**config.mk**
```make
export PLATFORM = sky130hd
export DESIGN_NAME = id_ex_stage
export DESIGN_NICKNAME = d
export VERILOG_FILES = /design/src/rtl/id_ex_stage.sv
export SDC_FILE = /design/constraint.sdc
export NUM_CORES = 1
export LEC_CHECK = 0
export BUFFER_PORTS_ARGS = -buffer_cell sky130_fd_sc_hd__buf_2
export CORE_MARGIN = 4
export CORE_UTILIZATION = 35
export CTS_CLUSTER_DIAMETER = 120
export CTS_CLUSTER_SIZE = 30
export DETAILED_ROUTE_END_ITERATION = 6
export GPL_TIMING_DRIVEN = 0
export SYNTH_ARGS = -nofsm -noshare
export SYNTH_HDL_FRONTEND = slang
export SYNTH_SLANG_ARGS = --single-unit
```
**constraint.sdc**
```tcl
create_clock -name clk -period 2.4 [get_ports clk]
set_input_delay 0 -clock clk [delete_from_list [all_inputs] [get_ports clk]]
set_output_delay 0 -clock clk [all_outputs]
set_load 0.005 [all_outputs]
```
**src/rtl/id_ex_stage.sv**
```systemverilog
// ---------------------------------------------------------------------------
// id_ex_stage
//   ID/EX pipeline register with load-use hazard detection and bubble
//   insertion. Sits between decode/register-file read and execute. The
//   ex_rs* outputs feed the EX-stage forwarding network. The stall output
//   tells the PC and IF/ID registers to hold.
//
// Ports
//   clk, rst_n                  clock, async active-low reset
//   id_*                        decoded instruction fields (valid, pc, rs1/rs2,
//                               uses_rs1/rs2, rd, operand values, imm, ctrl,
//                               mem_read, reg_wen)
//   flush                       kill the instruction entering EX
//   ex_hold                     downstream stall: freeze EX
//   wb_wen, wb_rd, wb_d         writeback port (refresh during hold, bypass)
//   ex_*                        registered copies of the id_* fields
//   stall                       combinational: upstream must hold
//   bubble_cnt                  saturating count of load-use bubbles
//
// Configuration
//   WB_BYPASS_EN  when defined, a WB write to a source register in the same
//                 cycle as capture is bypassed into ex_rsN_val, so the
//                 register file need not be write-first.
// ---------------------------------------------------------------------------
module id_ex_stage #(
    parameter int ADDR_WIDTH = 5,
    parameter int WORD_WIDTH = 32,
    parameter int CTRL_WIDTH = 16,
    parameter int CNT_WIDTH  = 16
) (
    input  logic                  clk,
    input  logic                  rst_n,
    input  logic                  id_valid,
    input  logic [WORD_WIDTH-1:0] id_pc,
    input  logic [ADDR_WIDTH-1:0] id_rs1,
    input  logic [ADDR_WIDTH-1:0] id_rs2,
    input  logic                  id_uses_rs1,
    input  logic                  id_uses_rs2,
    input  logic [ADDR_WIDTH-1:0] id_rd,
    input  logic [WORD_WIDTH-1:0] id_rs1_val,
    input  logic [WORD_WIDTH-1:0] id_rs2_val,
    input  logic [WORD_WIDTH-1:0] id_imm,
    input  logic [CTRL_WIDTH-1:0] id_ctrl,
    input  logic                  id_mem_read,
    input  logic                  id_reg_wen,
    input  logic                  flush,
    input  logic                  ex_hold,
    input  logic                  wb_wen,
    input  logic [ADDR_WIDTH-1:0] wb_rd,
    input  logic [WORD_WIDTH-1:0] wb_d,
    output logic                  ex_valid,
    output logic [WORD_WIDTH-1:0] ex_pc,
    output logic [ADDR_WIDTH-1:0] ex_rs1,
    output logic [ADDR_WIDTH-1:0] ex_rs2,
    output logic [ADDR_WIDTH-1:0] ex_rd,
    output logic [WORD_WIDTH-1:0] ex_rs1_val,
    output logic [WORD_WIDTH-1:0] ex_rs2_val,
    output logic [WORD_WIDTH-1:0] ex_imm,
    output logic [CTRL_WIDTH-1:0] ex_ctrl,
    output logic                  ex_mem_read,
    output logic                  ex_reg_wen,
    output logic                  stall,
    output logic [CNT_WIDTH-1:0]  bubble_cnt
);

    localparam logic [CNT_WIDTH-1:0] CNT_ONE = {{(CNT_WIDTH-1){1'b0}}, 1'b1};

    logic                  load_use;
    logic                  wb_live;
    logic                  refresh_rs1;
    logic                  refresh_rs2;
    logic [WORD_WIDTH-1:0] cap_rs1_val;
    logic [WORD_WIDTH-1:0] cap_rs2_val;

    // A load in EX whose result is needed by the instruction in ID cannot be
    // forwarded in time; x0 never creates a dependency.
    assign load_use = ex_valid && ex_mem_read && (ex_rd != '0) && id_valid &&
                      ((id_uses_rs1 && (id_rs1 == ex_rd)) ||
                       (id_uses_rs2 && (id_rs2 == ex_rd)));

    // Flush overrides everything: the redirected fetch must not be held.
    assign stall = !flush && (ex_hold || load_use);

    assign wb_live     = wb_wen && (wb_rd != '0);
    assign refresh_rs1 = wb_live && (wb_rd == ex_rs1);
    assign refresh_rs2 = wb_live && (wb_rd == ex_rs2);

`ifdef WB_BYPASS_EN
    assign cap_rs1_val = (wb_live && (wb_rd == id_rs1)) ? wb_d : id_rs1_val;
    assign cap_rs2_val = (wb_live && (wb_rd == id_rs2)) ? wb_d : id_rs2_val;
`else
    // Register file is write-first, so the read data is already current.
    assign cap_rs1_val = id_rs1_val;
    assign cap_rs2_val = id_rs2_val;
`endif

    always_ff @(posedge clk or negedge rst_n) begin
        if (!rst_n) begin
            ex_valid    <= 1'b0;
            ex_pc       <= '0;
            ex_rs1      <= '0;
            ex_rs2      <= '0;
            ex_rd       <= '0;
            ex_rs1_val  <= '0;
            ex_rs2_val  <= '0;
            ex_imm      <= '0;
            ex_ctrl     <= '0;
            ex_mem_read <= 1'b0;
            ex_reg_wen  <= 1'b0;
            bubble_cnt  <= '0;
        end else if (flush) begin
            // Only the side-effect fields are killed; the rest is don't-care.
            ex_valid    <= 1'b0;
            ex_reg_wen  <= 1'b0;
            ex_mem_read <= 1'b0;
            ex_rd       <= '0;
        end else if (ex_hold) begin
            // A WB result retiring while EX is frozen would otherwise be lost
            // once it leaves the forwarding window.
            if (ex_valid) begin
                if (refresh_rs1) ex_rs1_val <= wb_d;
                if (refresh_rs2) ex_rs2_val <= wb_d;
            end
        end else if (load_use) begin
            // Bubble; ID is re-presented next cycle because stall is high.
            // The load then sits in MEM, so its data reaches the consumer via
            // MEM/WB forwarding and exactly one bubble is ever needed.
            ex_valid    <= 1'b0;
            ex_reg_wen  <= 1'b0;
            ex_mem_read <= 1'b0;
            ex_rd       <= '0;
            ex_ctrl     <= '0;
            if (bubble_cnt != '1) bubble_cnt <= bubble_cnt + CNT_ONE;
        end else begin
            ex_valid    <= id_valid;
            ex_pc       <= id_pc;
            ex_rs1      <= id_rs1;
            ex_rs2      <= id_rs2;
            ex_rd       <= id_rd;
            ex_rs1_val  <= cap_rs1_val;
            ex_rs2_val  <= cap_rs2_val;
            ex_imm      <= id_imm;
            ex_ctrl     <= id_ctrl;
            ex_mem_read <= id_mem_read;
            ex_reg_wen  <= id_reg_wen;
        end
    end

endmodule

```
; ---- Word level (Yosys, flattened, before mapping)
; Cells that the tools add are included.
[op_classes]
bitwise = 3
addsub = 1
reduce_logical = 20
eq_ne = 10
mux = 21
[op_table]
columns = op, count
row1 = 32-bit two-way mux, 8
row2 = 5-bit equality test, 4
row3 = "16-bit by 1-bit adder with 16-bit output, second input constant", 1
row4 = 16-bit two-way mux, 1
row5 = "16-bit inequality test, second input constant", 1
row6 = 5-bit two-way mux, 3
row7 = 4-bit AND reduction, 3
row8 = 1-bit logical AND, 10
row9 = 5-bit nonzero test, 2
row10 = 1-bit two-way mux, 9
row11 = "2-bit by 1-bit inequality test with 1-bit output, second input constant", 3
row12 = "2-bit inequality test, second input constant", 2
row13 = 1-bit inverter, 3
row14 = 3-bit AND reduction, 1
row15 = 1-bit logical OR, 2
row16 = 2-bit AND reduction, 1
row17 = 1-bit logical NOT, 1
[word_totals]
input_bits = 206
register_bits = 178
word_cells = 67
out_inout_bits = 179

; ---- Logic depth before layout (Yosys ltp)
[depth]
ltp_word = 7
depth_mapped = 8
depth_no_buf = 7

; ---- Worst setup path after synthesis
; Ideal clock, no wire load.
[synth_path]
path_kind = reg2reg
start = reg ex_rd[1]
end = reg ex_rs1_val[0]
setup_slack_ns = 0.169
synth_period_minus_slack_ns = 2.231
arrival_time_ns = 2.104
setup_ns = 0.128
n_path_buf = 1
path_stages_with_launch = 8
path_cell_list = dfrtp_1 or4_1 o2111ai_1 inv_2 a21oi_4 a41oi_2 buf_2 mux2_1
[synth_between]
elab_chain_len = 6
word_cells_on_any_way = 11
cone_classes = 3 x eq/ne / 8 x reduce/logical
[synth_lines]
columns = element, line_no
row1 = start: declaration, 55  ; output logic [ADDR_WIDTH-1:0] ex_rd,
row2 = start signal: assignment, 139  ; ex_rd <= id_rd;
row3 = "5-bit equality test, or another cell as far along", 78  ; ((id_uses_rs1 && (id_rs1 == ex_rd)) ||
row4 = "1-bit logical AND, on equally long branches", "78, 77, 79"
row5 = 1-bit logical OR or 1-bit logical AND (tied branches), "78, 77"
row6 = 1-bit logical AND (*), 77  ; assign load_use = ex_valid && ex_mem_read && (ex_rd != '0) && id_valid &&
row7 = 2-bit inequality test (no line) (*), -
row8 = 4-bit AND reduction (no line) (*), -
row9 = end signal: assignment, 121  ; if (refresh_rs1) ex_rs1_val <= wb_d;
row10 = end signal: assignment, 140  ; ex_rs1_val <= cap_rs1_val;
row11 = end: declaration, 56  ; output logic [WORD_WIDTH-1:0] ex_rs1_val,
; Mark *: on every way between the ends. The rest lies on a longest branch, timed or not.
; A chain may end at the register's enable or synchronous reset.

; ---- Final worst setup path
[layout_path]
start = reg ex_rd[2]
end = reg ex_rs2_val[22]
[layout_between]
elab_chain_len = 6
word_cells_on_any_way = 11
cone_classes = 3 x eq/ne / 8 x reduce/logical
[layout_lines]
columns = element, line_no
row1 = "5-bit equality test, or another cell as far along", 78
row2 = "1-bit logical AND, on equally long branches", "78, 77, 79"
row3 = 1-bit logical OR or 1-bit logical AND (tied branches), "78, 77"
row4 = 1-bit logical AND (*), 77
row5 = 2-bit inequality test (no line) (*), -
row6 = 4-bit AND reduction (no line) (*), -
row7 = end signal: assignment, 122  ; if (refresh_rs2) ex_rs2_val <= wb_d;
row8 = end signal: assignment, 141  ; ex_rs2_val <= cap_rs2_val;
row9 = end: declaration, 57  ; output logic [WORD_WIDTH-1:0] ex_rs2_val,
; Marked as above.

==> results.json <==
{
  "fin_nets": 1379,
  "worstHoldStart": "flush",
  "area_growth_pct": 74.69,
  "grt_pass1_wl_um": 42010,
  "ys_top_cells_by_count": "dfrtp_1 (178), mux2_2 (143), mux2_1 (60)",
  "cts-root-buf": "clkbuf_16",
  "p_per_area_nw_per_um2": 633.8,
  "hold_depth": 3,
  "syn_area_per_cell_um2": 14.72,
  "clock_skew_ns": 0.01613,
  "finalHoldWorstSlack_ns": 0.07604,
  "start_util": 0.3545,
  "die_area_um2": 24480,
  "synth_edf_count": 0,
  "ir_drop_v": 0.0004494,
  "reg2reg_depth": 9,
  "hold_viol": 0,
  "start_kind": "flip-flop",
  "critPathLaunch": "ex_rd[2]",
  "route.detailed.drc": 0,
  "max_slew_margin": 0.5087,
  "path_clk_slew_ns": 0.07,
  "portBuffers": 384,
  "grt_max_degree": 97,
  "finalInstanceArea_um2": 13470,
  "tightestPinTransition_ns": 0.7370,
  "synth.distinct_cells": 28,
  "via_per_inst": 4.706,
  "synth-seq-cells": 178,
  "detail-route-antenna-nets": 0,
  "pin_count": 385,
  "dr.pass1.iters": 4,
  "numClockSinks": 178,
  "gp_congestion": 0.7829,
  "critPathMaxFanout": 6,
  "holdCritPathClass": "primary input to flip-flop",
  "synth_area_leaders": "dfrtp_1 (58%), mux2_2 (21%), mux2_1 (8.8%)",
  "hpwlAfterDp_um": 18930,
  "r2r_start": "ex_rd[2]",
  "rsz0062_at_grt": "yes",
  "wl_per_cell_um": 19.33,
  "finalMaxSlewViolations": 0,
  "grt_pass1_vias": 7524,
  "grt_usage": 0.2208,
  "place_inst": 1189,
  "min_period_ns": 2.391,
  "endpoint_kind": "flip-flop",
  "status": "completed",
  "synth_top_cell_by_area": "dfrtp_1",
  "critPathKind": "flip-flop to flip-flop",
  "max_freq_mhz": 418.2,
  "drive_above_1_share": 0.5544,
  "synth-xor-area-share": 0.03975,
  "postSynthNetCount": 731,
  "clockBufferDepth": 2,
  "coreArea_um2": 21760,
  "yosysWarningCount": 0,
  "min_period_over_period": 0.9964,
  "seq_area_frac_synth": 0.5775,
  "tritoncts": "yes",
  "finalSetupViolCount": 0,
  "place_area_um2": 10020,
  "async_flop_share": 1.000,
  "synthAdderAreaFrac": 0.001622,
  "grt-ovfl-total": 0,
  "synth-simple-area-share": 0.02936,
  "antenna_found_initial": 5,
  "r2r_setup_slack_ns": 0.009,
  "drtIter0Drc": 219,
  "final.setup.tns_ns": 0,
  "synth_top_family_by_area": "multiplexers",
  "clock_latency_ns": 0.43,
  "hold_end": "ex_rd[0]",
  "die_h_um": 156.4,
  "arrival_ns": 2.69,
  "synth_compound_area_frac": 0.03796,
  "power_mw": 8.540,
  "vias": 6918,
  "synthCells": 524,
  "h-tree-depth": 4,
  "drt-total-wl_um": 28410,
  "synth_top_area_share": 0.5775,
  "synthMuxAreaShare": 0.2964,
  "die_w_um": 156.4,
  "p_leak_nw": 6.552,
  "maxCapViolCount": 0,
  "synth_area_um2": 7712,
  "rows": 54,
  "fin_cells": 1470,
  "cts_buffers": 17,
  "yosysMostFrequentCell": "dfrtp_1",
  "worstPathRequired_ns": 2.70,
  "r2r_end": "ex_rs2_val[22]",
  "synth_ff_type": "dfrtp_1"
}
[metrics by stage]
stage                     setup slack, ns  utilization
after floorplan                    0.1686            -
after global placement             -1.714       0.4589
after detailed placement          -0.3970       0.4607
after CTS                        -0.01018       0.6011
after global routing             -0.05229       0.6193
final                            0.008675       0.6193
[power by group]
group	total, mW	switching, mW	internal (mW)
clock network	2.86	1.30	1.56
registers	3.66	0.243	3.41
logic	2.02	0.771	1.25
[worst max-delay path by stage]
stage,endpoint,slack (ns)
5_1_grt,ex_rs2_val[22],-0.05
4_1_cts,ex_pc[15],-0.01
3_3_place_gp,ex_pc[12],-1.71
2_1_floorplan,ex_rs1_val[0],0.17
3_5_place_dp,ex_rs1_val[31],-0.40
6_report,ex_rs2_val[22],0.009
[registers in the layout, indices dropped and copies added (netlist names)]
signal / flops
ex_rd: 5
ex_valid: 1
ex_rs2_val: 32
ex_rs1_val: 32
ex_ctrl: 16
ex_reg_wen: 1
ex_rs2: 5
ex_pc: 32
bubble_cnt: 16
ex_imm: 32
ex_rs1: 5
ex_mem_read: 1
[layer usage]
metal / GRT usage / part of all wire / vias to the layer above
met5: 0 / 0 / -
met4: 0.07603 / 0.021 / 0
met3: 0.06886 / 0.081 / 38
met2: 0.3894 / 0.51 / 307
met1: 0.2540 / 0.39 / 3377
li1: - / - / 3196
[layout make-up]
| cell class | instances | area [um^2] |
|---|---|---|
| antenna | 5 | 12.51 |
| buffer | 26 | 239.0 |
| clock buffer | 20 | 466.7 |
| clock inverter | 12 | 135.1 |
| fill | 1691 | 8283 |
| inverter | 4 | 15.01 |
| multi-input combinational | 316 | 3368 |
| sequential | 178 | 4461 |
| tap | 280 | 350.3 |
| timing repair buffer | 629 | 4425 |
[logic make-up (layout without fill, tap and decap cells)]
| logic type | count (synthesis) | in the layout |
|---|---|---|
| mux | 203 | 203 |
| flops | 178 | 178 |
| simple gates | 45 | 45 |
| xor+xnor | 35 | 35 |
| compound gates | 32 | 32 |
| buf+inv | 30 | 691 |
| fa+ha+maj | 1 | 1 |
| other cells | 0 | 5 |
[repair_timing]
action / 4_1_cts / 5_1_grt
hold buffers: 227 / 0
gates cloned: 0 / 1
buffers inserted: 5 / 11
endpoints found under the setup margin: 163 / 151
pin swaps: 3 / 4
endpoints found under the hold margin: 244 / 0
gates resized for setup: 29 / 70
[cells in the final DEF, fill, tap and decap left out, types with 3 or more instances in the layout]
cell	instances
buf_2	386
dlygate4sd3_1	227
dfrtp_1	173
mux2_2	143
mux2_4	48
a22o_1	24
xnor2_1	18
xor2_1	17
clkbuf_16	17
buf_4	13
mux2_1	12
buf_12	10
nor3_1	9
nand2_1	8
clkbuf_1	8
nand3_1	8
buf_6	7
nor2_1	6
diode_2	5
dfrtp_2	5
nor4_1	4
inv_8	4
inv_6	4
nand4_1	3
inv_1	3
clkbuf_8	3
[worst max-delay path: stages, from the launching register on]
cell and delay [ns]:
dfrtp_2 0.41, or4_4 0.56, o2111ai_4 0.22, inv_2 0.08, a21oi_4 0.17, buf_12 0.15, a41oi_4 0.04, buf_12 0.18
buf_6 0.14, mux2_1 0.31
Note: power is estimated with default switching activity, not from simulation.
